## config.mk

```make
export PLATFORM = sky130hd
export DESIGN_NAME = sample_averager
export DESIGN_NICKNAME = d
export VERILOG_FILES = /design/src/rtl/pmod_ad1_pkg.sv /design/src/rtl/channel_accumulator.sv /design/src/rtl/sample_averager.sv
export SDC_FILE = /design/constraint.sdc
export NUM_CORES = 1
export LEC_CHECK = 0
export ABC_AREA = 1
export CAP_MARGIN = 20
export CORE_MARGIN = 2
export CORE_UTILIZATION = 31
export CTS_CLUSTER_SIZE = 25
export DETAILED_ROUTE_END_ITERATION = 10
export DONT_BUFFER_PORTS = 1
export PLACE_DENSITY = 0.42
export SETUP_SLACK_MARGIN = 0.3
export SLEW_MARGIN = 15
export SYNTH_ARGS = -nofsm -noshare
export SYNTH_HDL_FRONTEND = slang
export SYNTH_SLANG_ARGS = --single-unit
```

## constraint.sdc

```tcl
create_clock -name clk_i -period 4.8 [get_ports clk_i]
set_input_delay 0.96 -clock clk_i [delete_from_list [all_inputs] [get_ports clk_i]]
set_output_delay 0.96 -clock clk_i [all_outputs]
set_load 0.01 [all_outputs]
```

## src/rtl/pmod_ad1_pkg.sv

```systemverilog
// Shared constants for the PMOD AD1 datapath (ADC interface, averager, PWM).
package pmod_ad1_pkg;

  localparam int ADC_SAMPLE_WIDTH = 12;
  localparam int ADC_NUM_CHANNELS = 2;
  localparam int MAX_LOG2_AVG     = 8;

  // Sum of 2^log2_avg unsigned samples fits exactly in this many bits.
  function automatic int acc_width(input int sample_w, input int log2_avg);
    return sample_w + log2_avg;
  endfunction

endpackage

```

## src/rtl/channel_accumulator.sv

```systemverilog
// One channel of the block averager: running sum plus registered truncated mean.
module channel_accumulator
  import pmod_ad1_pkg::*;
#(
  parameter int SAMPLE_WIDTH = ADC_SAMPLE_WIDTH,
  parameter int LOG2_AVG     = 4
) (
  input  logic                    clk_i,
  input  logic                    rst,
  input  logic [SAMPLE_WIDTH-1:0] sample,
  input  logic                    add,
  input  logic                    load,
  input  logic                    clear,
  input  logic                    close,
  output logic [SAMPLE_WIDTH-1:0] avg
);

  localparam int AW = acc_width(SAMPLE_WIDTH, LOG2_AVG);

  logic [AW-1:0] acc;
  logic [AW-1:0] sum;

  // load means the window restarts on this sample, so the old sum is ignored.
  assign sum = (load ? '0 : acc) + AW'(sample);

  always_ff @(posedge clk_i) begin
    if (rst) begin
      acc <= '0;
      avg <= '0;
    end else if (close) begin
      acc <= '0;
      avg <= SAMPLE_WIDTH'(sum >> LOG2_AVG);
    end else if (load) begin
      acc <= AW'(sample);
    end else if (add) begin
      acc <= sum;
    end else if (clear) begin
      acc <= '0;
    end
  end

endmodule

```

## src/rtl/sample_averager.sv

```systemverilog
// Decimating block-average filter: emits the truncated mean of every 2^LOG2_AVG samples per channel.
module sample_averager
  import pmod_ad1_pkg::*;
#(
  parameter int NUM_CHANNELS = ADC_NUM_CHANNELS,
  parameter int SAMPLE_WIDTH = ADC_SAMPLE_WIDTH,
  parameter int LOG2_AVG     = 4
) (
  input  logic                                 clk_i,
  input  logic                                 rst,
  input  logic [NUM_CHANNELS*SAMPLE_WIDTH-1:0] data_i,
  input  logic                                 data_valid_i,
  input  logic                                 clear_i,
  output logic [NUM_CHANNELS*SAMPLE_WIDTH-1:0] data_o,
  output logic                                 data_valid_o,
  output logic [LOG2_AVG:0]                    fill_o
);

  localparam int              CW   = LOG2_AVG + 1;
  localparam logic [CW-1:0]   LAST = CW'((1 << LOG2_AVG) - 1);

  logic [CW-1:0] cnt;
  logic [CW-1:0] cnt_eff;
  logic          close;
  logic          add;
  logic          load;
  logic          clr_only;

  logic [NUM_CHANNELS-1:0][SAMPLE_WIDTH-1:0] samples;
  logic [NUM_CHANNELS-1:0][SAMPLE_WIDTH-1:0] avgs;

  // A clear alongside a sample makes that sample the first of a fresh window,
  // which for LOG2_AVG=0 is also its last.
  assign cnt_eff  = clear_i ? '0 : cnt;
  assign close    = data_valid_i && (cnt_eff == LAST);
  assign load     = data_valid_i && clear_i;
  assign add      = data_valid_i && !clear_i && !close;
  assign clr_only = clear_i && !data_valid_i;

  always_ff @(posedge clk_i) begin
    if (rst) begin
      cnt          <= '0;
      data_valid_o <= 1'b0;
    end else begin
      data_valid_o <= close;
      if (close)         cnt <= '0;
      else if (load)     cnt <= CW'(1);
      else if (add)      cnt <= cnt + CW'(1);
      else if (clr_only) cnt <= '0;
    end
  end

  assign fill_o  = cnt;
  assign samples = data_i;
  assign data_o  = avgs;

  for (genvar k = 0; k < NUM_CHANNELS; k++) begin : g_ch
    channel_accumulator #(
      .SAMPLE_WIDTH (SAMPLE_WIDTH),
      .LOG2_AVG     (LOG2_AVG)
    ) u_acc (
      .clk_i  (clk_i),
      .rst    (rst),
      .sample (samples[k]),
      .add    (add),
      .load   (load),
      .clear  (clr_only),
      .close  (close),
      .avg    (avgs[k])
    );
  end

endmodule

```

# After elaboration in Yosys (flattened, before gate mapping)
# Index checks and enable logic that the tools add are counted.
[word_totals] ff_bits=62 inputBits=28 output_inout_bits=30 wordCells=36
[classes] addsub=3 n_mux=11 n_eq_ne=1 reduce_logical=12
[op_table] operator="two-way mux 16 bit" count=5
[op_table] operator="adder 16 x 12 -> 16 bit" count=2
[op_table] operator="two-way mux 12 bit" count=2
[op_table] operator="two-way mux 5 bit" count=3
[op_table] operator="adder 5 x 1 -> 5 bit (second input constant)" count=1
[op_table] operator="equality test 5 x 4 -> 1 bit (second input constant)" count=1
[op_table] operator="logical AND 1 bit" count=5
[op_table] operator="zero test 1 bit" count=3
[op_table] operator="nonzero test 3 bit" count=1
[op_table] operator="OR reduction 3 bit" count=1
[op_table] operator="nonzero test 2 bit" count=1
[op_table] operator="OR reduction 2 bit" count=1
[op_table] operator="two-way mux 1 bit" count=1

# Longest topological paths before layout
[logic_depth] depth_word=7 depth_mapped=16 depth_no_buf=15

# Cells and area by module
# Synthesis repeated with hierarchy kept, for this count alone.
[hier_totals] cells_unflattened=721 area_unflattened_um2=4485.6
[modules_own_cells] module="channel_accumulator" seq_area_each_um2=560.5 cells_per_inst=333 area_each_um2=2055.7 n_inst=2
[modules_own_cells] module="sample_averager" seq_area_each_um2=120.1 cells_per_inst=55 area_each_um2=374.1 n_inst=1

# Worst setup path after synthesis
# No wires, ideal clock.
[synth_path] kind="input to register" startpoint="input data_valid_i" endpoint="register g_ch[1].u_acc.acc[6]" t_required_ns=4.679 n_path_buf=2 arrival_time_ns=2.677 setup_time_ns=0.121 setup_slack_ns=2.001 path_stages=13 cell_sequence="nand2_2 > inv_2 > buf_2 > buf_2 > nor2_1 > ha_1 > nand2_1 > nand2_1 > a21oi_1 > nand2_1 > or2_2 > nand3_1 > a31oi_1"
[synth_via] elab_chain_len=5 elab_cells_between_ends=13 cone_classes="1 x add/sub; 3 x mux; 9 x reduce/logical"
[synth_lines] item="start: declaration" line="sample_averager.sv:12" rtl="input logic data_valid_i,"
[synth_lines] item="logical AND 1 bit, on equally long branches" line="sample_averager.sv:36, sample_averager.sv:35"
[synth_lines] item="two-way mux 16 bit or zero test 1 bit (tied branches)" line="channel_accumulator.sv:24, sample_averager.sv:37"
[synth_lines] item="adder 16 x 12 -> 16 bit or logical AND 1 bit (tied branches)" line="channel_accumulator.sv:24, sample_averager.sv:37"
[synth_lines] item="two-way mux 16 bit" line="channel_accumulator.sv:35" rtl="end else if (add) begin"
[synth_lines] item="two-way mux 12 bit" line="channel_accumulator.sv:33" rtl="end else if (load) begin"
[synth_lines] item="end signal: assignment" line="channel_accumulator.sv:34" rtl="acc <= AW'(sample);"
[synth_lines] item="end signal: assignment" line="channel_accumulator.sv:36" rtl="acc <= sum;"
[synth_lines] item="end: declaration" line="channel_accumulator.sv:20" rtl="logic [AW-1:0] acc;"
# Parallel ways exist; a longest one is shown, timed or not.
# A chain may end at the register's enable or synchronous reset.

# Worst setup path after layout
[layout_path] startpoint="input data_valid_i" endpoint="register g_ch[1].u_acc.acc[12]"
[layout_via] elab_chain_len=4 elab_cells_between_ends=12 cone_classes="1 x add/sub; 2 x mux; 9 x reduce/logical"
[layout_lines] item="logical AND 1 bit, on equally long branches" line="sample_averager.sv:36, sample_averager.sv:35"
[layout_lines] item="two-way mux 16 bit or zero test 1 bit (tied branches)" line="channel_accumulator.sv:24, sample_averager.sv:37"
[layout_lines] item="adder 16 x 12 -> 16 bit or logical AND 1 bit (tied branches)" line="channel_accumulator.sv:24, sample_averager.sv:37"
[layout_lines] item="two-way mux 16 bit or nonzero test 2 bit (tied branches)"
# Parallel ways exist; a longest one is shown, timed or not.

==> metrics.yaml <==
logic_synthesis:
  synthXorXnorAreaFrac: 0.0100
  yosysTopAreaCellShare: 0.283
  synth.cell_area_um2: 4380
  synth_top_family_by_area: "simple AND/OR/NAND/NOR gates"
  synth_simple_gate_area_frac: 0.413
  synth_area_leaders: "dfxtp_1, nand2_1, inv_1"
  yosys.area_share.adder: 0.0805
  synth-edff-count: 0
  post-synth-top-count-cell: "nand2_1"
  synth_compound_area_frac: 0.0791
  synth_area_per_cell_um2: 6.08
  syn_nets: 775
  synth_mux_area_frac: 0
  synth_top_area_cell: "dfxtp_1"
  yosys_warnings: 0
  synthArstFlopShare: 0
  synth_seq_cells: 62
  syn_inst: 720
  synth_top_cells_by_count: "nand2_1, inv_1, nand3_1"
  yosysSeqAreaShare: 0.283
  synth_flop_cell: "dfxtp_1"
  synth_cell_type_count: 31
finish:
  stdcell_count: 896
  antenna_cells: 0
  multi_input_area_um2: 2550
  drive_gt1_frac: 0.0573
  synthToLayoutAreaGrowth_pct: 8.77
  regArea_um2: 1240
  nets: 767
  fillCellCount: 1509
outcome:
  status: "finished, final reports clean"
route:
  ant_nets: 0
  dr_total_vias: 4177
  drt_first_pass_iters: 4
  first_iter_violations: 171
  routed_wl_mm: 12.1
  drc: 0
  drt-vias-per-instance: 4.66
  routedWlPerCell_um: 13.5
global_routing:
  grt_pass1_wl_mm: 19.6
  grt_max_degree: 52
  antenna_found_initial: 0
  grt_pass1_vias: 3947
  track_usage: 0.170
  grt_overflow: 0
worst_setup_path:
  crit_chain: "nand2_2 > inv_2 > nor2_1 > ha_1 > inv_1 > fa_1 > o21ai_0 > nand3_1 > nand3_1 > nand2_1 > nand3_1 > a21oi_1"
  crit_cells: 12
  cp-end-kind: "flop"
  startpoint_type: "input port"
  critical_path.max_fanout: 51
  crit_type: "in -> reg"
  crit_buf_inv: 2
  cp.required_ps: 5010
  critPathArrivalTime_ps: 3470
  worstReg2RegStart: "fill_o[0]"
  crit_path_max_incr_delay_ps: 440
  ff2ff_path_depth: 9
  ff2ff_setup_slack_ps: 2420
  crit_family: "simple AND/OR/NAND/NOR gates"
  r2r-end: "fill_o[3]"
  crit_top_cell: "nand3_1"
  slowest_stage: "inv_2"
hold_path:
  holdCritStartpoint: "g_ch[0].u_acc.acc[15]"
  whs_path_depth: 2
  min_to: "g_ch[0].u_acc.acc[15]"
  hold_class: "reg -> reg"
floorplanning:
  die_area_um2: 15100
  io_pins: 58
  die_w_um: 123
  core_area_um2: 13800
  rows: 43
  initial_core_util: 0.317
  dieHeight_um: 123
clock_network:
  cts.clk_slew.worst_paths_ps: 50
  cts_root_buffer: "clkbuf_16"
  cts_num_sinks: 62
  ctsHoldBuffers: 0
  cts_made_buffers: 9
  cts_tree: "yes"
  clk-insertion-delay-late_ps: 350
  cts_resized: 0
  clock_path_buffers: 2
  postCtsSetupBuffers: 0
  cts_htree_levels: 3
flow_run:
  maxCapViolations: 0
timing:
  finalCritPeriodShare: 0.680
  final.setup.tns_ps: 0
  finalCriticalPeriod_ps: 3260
  rsz0062_at_grt: "false"
  slew_viol_final: 0
  fmax_mhz: 306
  tightest_slew_ps: 877
  whs_ps: 465
  slew_headroom: 0.415
  finalHoldViolations: 0
  setup_viol: 0
  skew_ps: 4.97
placed_design:
  numPortBuffers: 0
  placedCellCount: 881
  dp_hpwl_mm: 8.61
  place_congestion: 0.827
power_and_ir_drop:
  p_leak_uw: 0.00244
  ir_drop_mv: 0.170
  power_density_nw_per_um2: 302
==> worst register-to-register path, stage by stage, from the launching register on <==
cell and delay (ps):
dfxtp_1 470, nand3_2 130, nor2_2 140, nand2_2 90
nor2_2 120, inv_2 50, nand2_4 290, inv_2 350
nand2_1 500, a21oi_1 90
==> registers in the layout, indices dropped and copies added (netlist names) <==
register,flops
data_valid_o,1
fill_o,5
g_ch.u_acc.acc,32
g_ch.u_acc.avg,24
==> how the worst max path moves through the flow <==
| stage | from | endpoint | slack [ps] |
|---|---|---|---|
| floorplan | data_valid_i | g_ch[1].u_acc.acc[6] | 2000 |
| global placement | data_valid_i | g_ch[1].u_acc.acc[12] | 1170 |
| detailed placement | data_valid_i | g_ch[1].u_acc.acc[12] | 1140 |
| CTS | data_valid_i | g_ch[1].u_acc.acc[12] | 1480 |
| global route | data_valid_i | g_ch[1].u_acc.acc[12] | 1160 |
| finish | data_valid_i | g_ch[1].u_acc.acc[12] | 1540 |
==> area by class of cell <==
type	instances	share of cell area
multi-input cells	519	0.535
flip-flops and latches	62	0.261
inverters	119	0.0948
clock buffers	15	0.0604
well taps	180	0.0473
repair buffers	1	0.00158
==> metal layers <==
layer | share of wire | GRT usage
met5 | 0 | 0
met4 | 0.018 | 0.0690
met2 | 0.49 | 0.304
met3 | 0.040 | 0.0321
met1 | 0.45 | 0.199
==> per-stage QoR <==
step | setup slack, ps | total power, uW | utilization | area [um2]
6_report | 1540 | 1440 | 0.345 | 4760
5_1_grt | 1160 | 1510 | 0.345 | 4760
4_1_cts | 1480 | 1460 | 0.345 | 4760
3_5_place_dp | 1140 | 796 | 0.324 | 4480
3_3_place_gp | 1170 | 794 | 0.324 | 4480
2_1_floorplan | 2000 | 748 | - | 4380
==> where the power goes <==
part	switching (uW)	internal, uW
logic	164	80.1
clock network	252	404
registers	5.84	532
total	423	1020
==> cells by family (layout without fill, tap and decap cells) <==
kind of cell,after synthesis,after routing
DFF,62,62
and+or+nand+nor,427,427
buffers and inverters,139,135
xor gates and xnor gates,5,5
adders and majority gates,27,27
AOI/OAI and AO/OA,60,60
==> placed cells by master (no fill, tap or decap) <==
master     netlist  final
nor3_1           4      4
xor2_1           5      5
a21oi_1         29     29
o21ai_0         11     11
nor3b_1          1      1
inv_1          114    114
buf_4            4      1
a31oi_1         12     12
clkbuf_8         0      4
clkbuf_1         4      2
nand2_4          3      3
or2_2            8      8
nand4_1          4      4
a21boi_0         1      1
clkbuf_16        0      9
nand3b_1         9      9
nand2_2          2      2
fa_1             2      2
a211oi_2         1      1
nand2_1        265    265
o21a_1           1      1
inv_6            1      1
nand3_2          1      1
nor2_2           3      3
dfxtp_1         62     62
ha_1            25     25
a21oi_2          4      4
nor2_1          54     54
inv_2            4      4
nand3_1         73     73
a22o_1           1      1
(Power assumes the default switching activity.)
